$ cat src/rtl/rv32i_pkg.sv
// Shared RV32I constants and the fetch-queue entry type.
package rv32i_pkg;

    localparam int          XLEN       = 32;
    localparam int          INSN_BYTES = 4;
    localparam logic [31:0] INSN_NOP   = 32'h0000_0013;

    typedef struct packed {
        logic [XLEN-1:0] pc;
        logic [XLEN-1:0] data;
        logic            filled;
    } fetch_entry_t;

endpackage

$ cat src/rtl/fetch_queue.sv
// In-order fetch buffer: entries are allocated at request issue, filled by responses
// in request order and popped from the head; flush drops every entry at once.
module fetch_queue
    import rv32i_pkg::*;
#(
    parameter int              DEPTH    = 2,
    parameter logic [XLEN-1:0] RESET_PC = '0
) (
    input  logic                   clk,
    input  logic                   rst,
    input  logic                   alloc,
    input  logic [XLEN-1:0]        alloc_pc,
    input  logic                   fill,
    input  logic [XLEN-1:0]        fill_data,
    input  logic                   pop,
    input  logic                   flush,
    output logic [$clog2(DEPTH):0] count,
    output logic [$clog2(DEPTH):0] unfilled,
    output fetch_entry_t           head
);

    localparam int PTR_W = $clog2(DEPTH);
    localparam int CNT_W = PTR_W + 1;

    fetch_entry_t     entries [DEPTH];
    logic [PTR_W-1:0] head_ptr;
    logic [PTR_W-1:0] tail_ptr;
    logic [PTR_W-1:0] fill_ptr;

    assign head = entries[head_ptr];

    // Alloc, fill and pop never hit the same slot: tail, oldest-unfilled and a filled
    // head are distinct whenever their enables can be high together.
    always_ff @(posedge clk or posedge rst) begin
        if (rst) begin
            // NOTE: the entry array is reset so the head shows RESET_PC and a zero word out of reset.
            for (int i = 0; i < DEPTH; i++) begin
                entries[i] <= '{pc: RESET_PC, data: '0, filled: 1'b0};
            end
            head_ptr <= '0;
            tail_ptr <= '0;
            fill_ptr <= '0;
            count    <= '0;
            unfilled <= '0;
        end else if (flush) begin
            for (int i = 0; i < DEPTH; i++) begin
                entries[i].filled <= 1'b0;
            end
            head_ptr <= '0;
            tail_ptr <= '0;
            fill_ptr <= '0;
            count    <= '0;
            unfilled <= '0;
        end else begin
            if (alloc) begin
                entries[tail_ptr].pc     <= alloc_pc;
                entries[tail_ptr].filled <= 1'b0;
                tail_ptr                 <= tail_ptr + 1'b1;
            end
            if (fill) begin
                entries[fill_ptr].data   <= fill_data;
                entries[fill_ptr].filled <= 1'b1;
                fill_ptr                 <= fill_ptr + 1'b1;
            end
            if (pop) begin
                entries[head_ptr].filled <= 1'b0;
                head_ptr                 <= head_ptr + 1'b1;
            end
            count    <= count + CNT_W'(alloc) - CNT_W'(pop);
            unfilled <= unfilled + CNT_W'(alloc) - CNT_W'(fill);
        end
    end

endmodule

$ cat src/rtl/fetch_stage.sv
// RV32I instruction-fetch stage: PC register, imem request/response handshake, redirect flush.
// Optional FETCH_MISALIGN_EN adds fetch_misaligned and halts fetch after a misaligned redirect.
module fetch_stage
    import rv32i_pkg::*;
#(
    parameter logic [XLEN-1:0] RESET_PC = 32'h0000_0000,
    parameter int              DEPTH    = 2
) (
    input  logic            clk,
    input  logic            rst,
    output logic            imem_req_valid,
    input  logic            imem_req_ready,
    output logic [XLEN-1:0] imem_addr,
    input  logic            imem_rsp_valid,
    input  logic [XLEN-1:0] imem_rsp_data,
    input  logic            redirect_valid,
    input  logic [XLEN-1:0] redirect_pc,
    output logic            if_valid,
    input  logic            if_ready,
    output logic [XLEN-1:0] if_instruction,
    output logic [XLEN-1:0] if_pc
`ifdef FETCH_MISALIGN_EN
    ,
    output logic            fetch_misaligned
`endif
);

    localparam int               CNT_W  = $clog2(DEPTH) + 1;
    localparam int               DROP_W = 8;
    localparam logic [CNT_W-1:0] FULL   = CNT_W'(DEPTH);

    logic [XLEN-1:0]   pc;
    logic [XLEN-1:0]   redirect_target;
    logic [DROP_W-1:0] drop_cnt;
    logic [DROP_W-1:0] drop_next;
    logic [CNT_W-1:0]  count;
    logic [CNT_W-1:0]  unfilled;
    fetch_entry_t      head;
    logic              issue;
    logic              rsp_fill;
    logic              pop;
    logic              halted;

`ifdef FETCH_MISALIGN_EN
    logic misaligned;

    always_ff @(posedge clk or posedge rst) begin
        if (rst) begin
            misaligned <= 1'b0;
        end else if (redirect_valid) begin
            misaligned <= |redirect_pc[1:0];
        end
    end

    assign fetch_misaligned = misaligned;
    assign halted           = misaligned;
    assign redirect_target  = redirect_pc;
`else
    assign halted           = 1'b0;
    assign redirect_target  = {redirect_pc[XLEN-1:2], 2'b00};
`endif

    // Registered count only: a pop of a full queue opens a slot one cycle later.
    assign imem_req_valid = !rst && !redirect_valid && !halted && (count < FULL);
    assign imem_addr      = {pc[XLEN-1:2], 2'b00};
    assign issue          = imem_req_valid && imem_req_ready;
    assign rsp_fill       = imem_rsp_valid && (drop_cnt == '0) && !redirect_valid && (unfilled != '0);
    assign pop            = if_valid && if_ready && !redirect_valid;

    always_comb begin
        // NOTE: default first so every path assigns drop_next and no latch is inferred.
        drop_next = drop_cnt;
        if (redirect_valid) begin
            drop_next = drop_cnt + DROP_W'(unfilled);
        end
        if (imem_rsp_valid && ((drop_cnt != '0) || (redirect_valid && (unfilled != '0)))) begin
            drop_next = drop_next - 1'b1;
        end
    end

    always_ff @(posedge clk or posedge rst) begin
        if (rst) begin
            pc       <= RESET_PC;
            drop_cnt <= '0;
        end else begin
            drop_cnt <= drop_next;
            if (redirect_valid) begin
                pc <= redirect_target;
            end else if (issue) begin
                pc <= pc + XLEN'(INSN_BYTES);
            end
        end
    end

    fetch_queue #(
        .DEPTH    (DEPTH),
        .RESET_PC (RESET_PC)
    ) u_queue (
        .clk       (clk),
        .rst       (rst),
        .alloc     (issue),
        .alloc_pc  (imem_addr),
        .fill      (rsp_fill),
        .fill_data (imem_rsp_data),
        .pop       (pop),
        .flush     (redirect_valid),
        .count     (count),
        .unfilled  (unfilled),
        .head      (head)
    );

    assign if_valid       = head.filled;
    assign if_instruction = head.data;
    assign if_pc          = head.pc;

    // A response with nothing to fill and nothing to drop means the memory broke ordering.
    assert property (@(posedge clk) disable iff (rst)
        imem_rsp_valid |-> ((drop_cnt != '0) || (unfilled != '0)));

endmodule

$ cat config.mk
export PLATFORM = sky130hd
export DESIGN_NAME = fetch_stage
export DESIGN_NICKNAME = d
export VERILOG_FILES = /design/src/rtl/rv32i_pkg.sv /design/src/rtl/fetch_queue.sv /design/src/rtl/fetch_stage.sv
export SDC_FILE = /design/constraint.sdc
export NUM_CORES = 1
export LEC_CHECK = 0
export ABC_AREA = 1
export ABC_CLOCK_PERIOD_IN_PS = 6400
export CAP_MARGIN = 20
export CORE_ASPECT_RATIO = 1.25
export CORE_UTILIZATION = 49
export CTS_BUF_LIST = sky130_fd_sc_hd__clkbuf_8
export DETAILED_ROUTE_END_ITERATION = 8
export GPL_ROUTABILITY_DRIVEN = 0
export PLACE_DENSITY = 0.79
export SETUP_SLACK_MARGIN = 0.05
export SYNTH_ARGS = -nofsm -noshare
export SYNTH_HDL_FRONTEND = slang
export SYNTH_SLANG_ARGS = --single-unit
$ cat constraint.sdc
create_clock -name clk -period 6.4 [get_ports clk]
set_input_delay 1.28 -clock clk [delete_from_list [all_inputs] [get_ports clk]]
set_output_delay 1.28 -clock clk [all_outputs]
set_load 0.05 [all_outputs]
* After elaboration in Yosys (flattened, before gate mapping) *
Cells that the tools add are included.
Widths: inputs -> output; s select.

word-level totals
  flip-flop bits (word level) = 177
  input bits = 70

cells by class
  $add $sub $neg = 10
  $lt $le $gt $ge = 7
  muxes and demuxes = 37
  bitwise gates (word level) = 3
  reductions and logical operators = 22

operators with widths
  operator               count
  $bwmux 130             5
  $mux 130               5
  $demux 65 s1           5
  $mux 65                4
  $mux 32                2
  $mux 33                1
  $add 32x3->32 const B  1
  $mux 8                 2
  $logic_and 1x1->1      13
  $mux 1                 11
  $add 8x2->8            1
  $logic_not 8->1        1
  $reduce_bool 2->1      4
  $reduce_bool 8->1      1
  $sub 8x1->8 const B    1
  $ge 2x2->1 const B     3
  $lt 2x1->1 const B     3
  $not 1->2              3
  $add 2x1->2            2
  $mux 2                 2
  $sub 2x1->2            2
  $add 1x1->1 const B    3
  $logic_not 1->1        2
  $lt 2x2->1 const B     1
  $logic_or 1x1->1       1

* Depth between registers and ports, before layout *
  depth after elaboration = 16
  depth in mapped cells = 12
  gate-level depth less buffers = 12

* Hierarchy *
A second synthesis with hierarchy kept.

unflattened totals
  cells, all modules = 1,212
  area, all modules = 9,123.8 um2

by module, submodules not included
  module       instances  cells each  area an instance (um2)  seq. area each (um2)
  fetch_queue  1          743         6,112.1                 3,428.3
  fetch_stage  1          469         3,011.6                 950.9

* Worst setup path after synthesis *
OpenSTA, ideal clock, no wires.

  kind = input to output
  start = in redirect_valid
  end = out imem_req_valid
  arrival = 1.883 ns
  data required time = 5.120 ns
  path slack = 3.237 ns
  stages on the path = 2
  cells stage by stage = buf_6 > nor3_4

on the way
  cells in the longest elaborated chain, start to end = 3

ends and longest elaborated chain
  what                            line               text
  start, declared                 fetch_stage.sv:16  input logic redirect_valid,
  $logic_not 1->1                 fetch_stage.sv:64  assign imem_req_valid = !rst && !redirect_valid && !halted && (count < FULL);
  $logic_and 1x1->1 (2 in a row)  fetch_stage.sv:64
  end, declared                   fetch_stage.sv:11  output logic imem_req_valid,

No other way between the ends.

* Worst setup path after layout *
  start = in rst
  end = out imem_req_valid

on the way
  cells in the longest elaborated chain, start to end = 3

ends and longest elaborated chain
  what                              line               text
  start, declared                   fetch_stage.sv:10  input logic rst,
  $logic_not 1->1 (no source line)  --
  $logic_and 1x1->1 (2 in a row)    fetch_stage.sv:64

No other way between the ends.

==> metrics.cfg <==
[status]
outcome = complete, no violations

[worst_setup_path]
crit_path_end_kind = output pin
startpoint_type = input pin
cp.arrival_ps = 2970
cp_max_fo = 2
critPathKind = input pin to output pin
path_common_cell = clkdlybuf4s50_1
worstPathRequired_ps = 5120
crit_cells = 3
worstReg2RegStart = u_queue.head_ptr
rr_worst_depth = 10
crit_end = imem_req_valid
reg2reg_setup_slack_ps = 4100
cpPeakStageDelay_ps = 850
timing.rr.end = u_queue.count[1]
crit_buf_inv = 2
crit_slowest_cell = clkdlybuf4s50_1
crit_path_start = rst
path_cells = clkdlybuf4s50_1, nor3_4, clkdlybuf4s50_1
crit_family = buffers and inverters

[place]
dp_hpwl_mm = 14.3
io_buffers = 163

[clock_network]
clk_pin_slew_ps = 100
htreeDepth = 4
clk_latency_ps = 480
cts_sinks = 175
clk_path_buf_depth = 2
postCtsHoldBufs = 0
cts_tree = done
numCtsBuffers = 17
post_cts_buffers = 0
cts_resized = 0
cts_root_buf = clkbuf_8

[power]
powerDensity_nw_per_um2 = 281
ir_drop_uv = 165
power_leakage_nw = 5.03

[logic_synthesis]
synth_cell_types = 48
synth_area_leaders = dfrtp_1 (50%), nand2_1 (16%), o21ai_0 (6.5%)
syn_inst = 1078
synthArstFlopShare = 1.00
post_synth.cell_area_avg_um2 = 8.18
synth_area_um2 = 8820
ys_ff_latch = 175
yosys-top-cells-count = nand2_1 (366), dfrtp_1 (175), inv_1 (121)
ys_seq_area_frac = 0.496
yosysTopAreaCell = dfrtp_1
ys.warnings.count = 0
synth_top_area_frac = 0.496
synth-edff-count = 0
synth-main-ff-cell = dfrtp_1
yosysMostFrequentCell = nand2_1

[detailed_routing]
wl_mm = 21.2
wl_per_cell_um = 14.6
avgViaCountPerCell = 5.16
drt_pass1_iterations = 5
antenna_left = 0
drt-initial-drc-count = 437
drc = 0
vias = 7501

[sta]
slew_violations = 0
setup_tns_ps = 0
min_period_ps = 4250
setup_viol_count_final = 0
max_freq_ghz = 0.235
relSlewSlack = 0.256
fin_hold_ws_ps = 490
post-route-period-util = 0.664
worstMarginPinSlew_ps = 1120
rsz0062_at_grt = no
finalHoldViolCount = 0
skew_ps = 15.5

[global_routing]
grt_pass1_wl_mm = 34.7
antenna_found_initial = 0
grt_pass1_vias = 7163
grt_use_total = 0.239
grt_overflow_total = 0
grt_max_degree = 101

[floorplan]
ios = 168
initial_core_util = 0.502
fp.dieH_um = 152
fp.dieW_um = 122
row_count = 54
core-area_um2 = 17600
dieArea_um2 = 18500

[cells_and_area]
nets = 1295
diodes = 0
area_growth_pct = 23.3
n_fill_cell = 1562
drive_above_1_share = 0.0610

[hold_path]
hp-class = flip-flop to flip-flop

[job]
max_cap_viol_count = 0

==> layer usage <==
metal	share of wire	global-route usage	vias up
met3	0.068	0.0619	43
met2	0.50	0.397	224
met1	0.40	0.290	3561
li1	-	-	3673
met4	0.031	0.102	0
met5	0	0	-
==> layout by cell type (no fill, tap or decap), drive strengths merged, types with 11 or more instances in the layout <==
master,Yosys,routed
inv,122,129
a22oi,21,21
o21ai,155,155
nand2,369,369
clkbuf,20,17
mux2,11,11
dfrtp,175,175
nor2,54,54
o21a,19,19
xor2,17,17
nor3,14,14
clkdlybuf4s50,0,162
nand3,24,24
==> power by group <==
part | internal, mW | switching, mW
clock network | 0.320 | 0.445
registers | 1.27 | 0.122
logic | 0.320 | 0.576
==> worst min-delay path by stage <==
stage                     end  slack (ps)       from  depth (start not counted)
floorplan           flip-flop         450  flip-flop                          2
global placement    flip-flop         460  flip-flop                          2
CTS                 flip-flop         490  flip-flop                          2
detailed placement  flip-flop         470  flip-flop                          2
global route        flip-flop         510  flip-flop                          2
finish              flip-flop         490  flip-flop                          2
==> layout make-up <==
class | instances | area, um^2 | share of cell area
Clock inverter | 15 | 155 | 0.0143
Multi-Input combinational cell | 729 | 3660 | 0.337
Inverter | 123 | 467 | 0.0429
Sequential cell | 175 | 4380 | 0.403
Clock buffer | 17 | 234 | 0.0215
Tap cell | 224 | 280 | 0.0258
Timing Repair Buffer | 170 | 1700 | 0.156
==> tightest hold or removal path, delay by kind of cell, from the launching register on <==
| kind | cells | cell delay [ps] |
|---|---|---|
| flops | 1 | 360 |
| simple gates | 1 | 60 |
| compound gates | 1 | 50 |
==> logic make-up after synthesis <==
kind of cell | count (synthesis) | share of synthesized area
and+or+nand+nor | 472 | 0.220
muxes | 12 | 0.0152
buffers and inverters | 175 | 0.0891
DFF | 175 | 0.496
adders and majority gates | 9 | 0.0136
AOI/OAI and AO/OA | 209 | 0.141
xor gates and xnor gates | 25 | 0.0248
other | 1 | 0.000425
==> per-stage QoR <==
step	cell area (um^2)	total power [mW]	worst slack [ps]	util	instances
after global routing	10900	3.22	2080	0.619	1453
after floorplan	8820	2.01	375	-	1079
after global placement	10500	2.29	2130	0.595	1420
after detailed placement	10500	2.32	2130	0.595	1420
final	10900	3.06	2150	0.619	1453
after CTS	10800	3.08	2130	0.618	1452
Note: power is estimated with default switching activity, not from simulation.
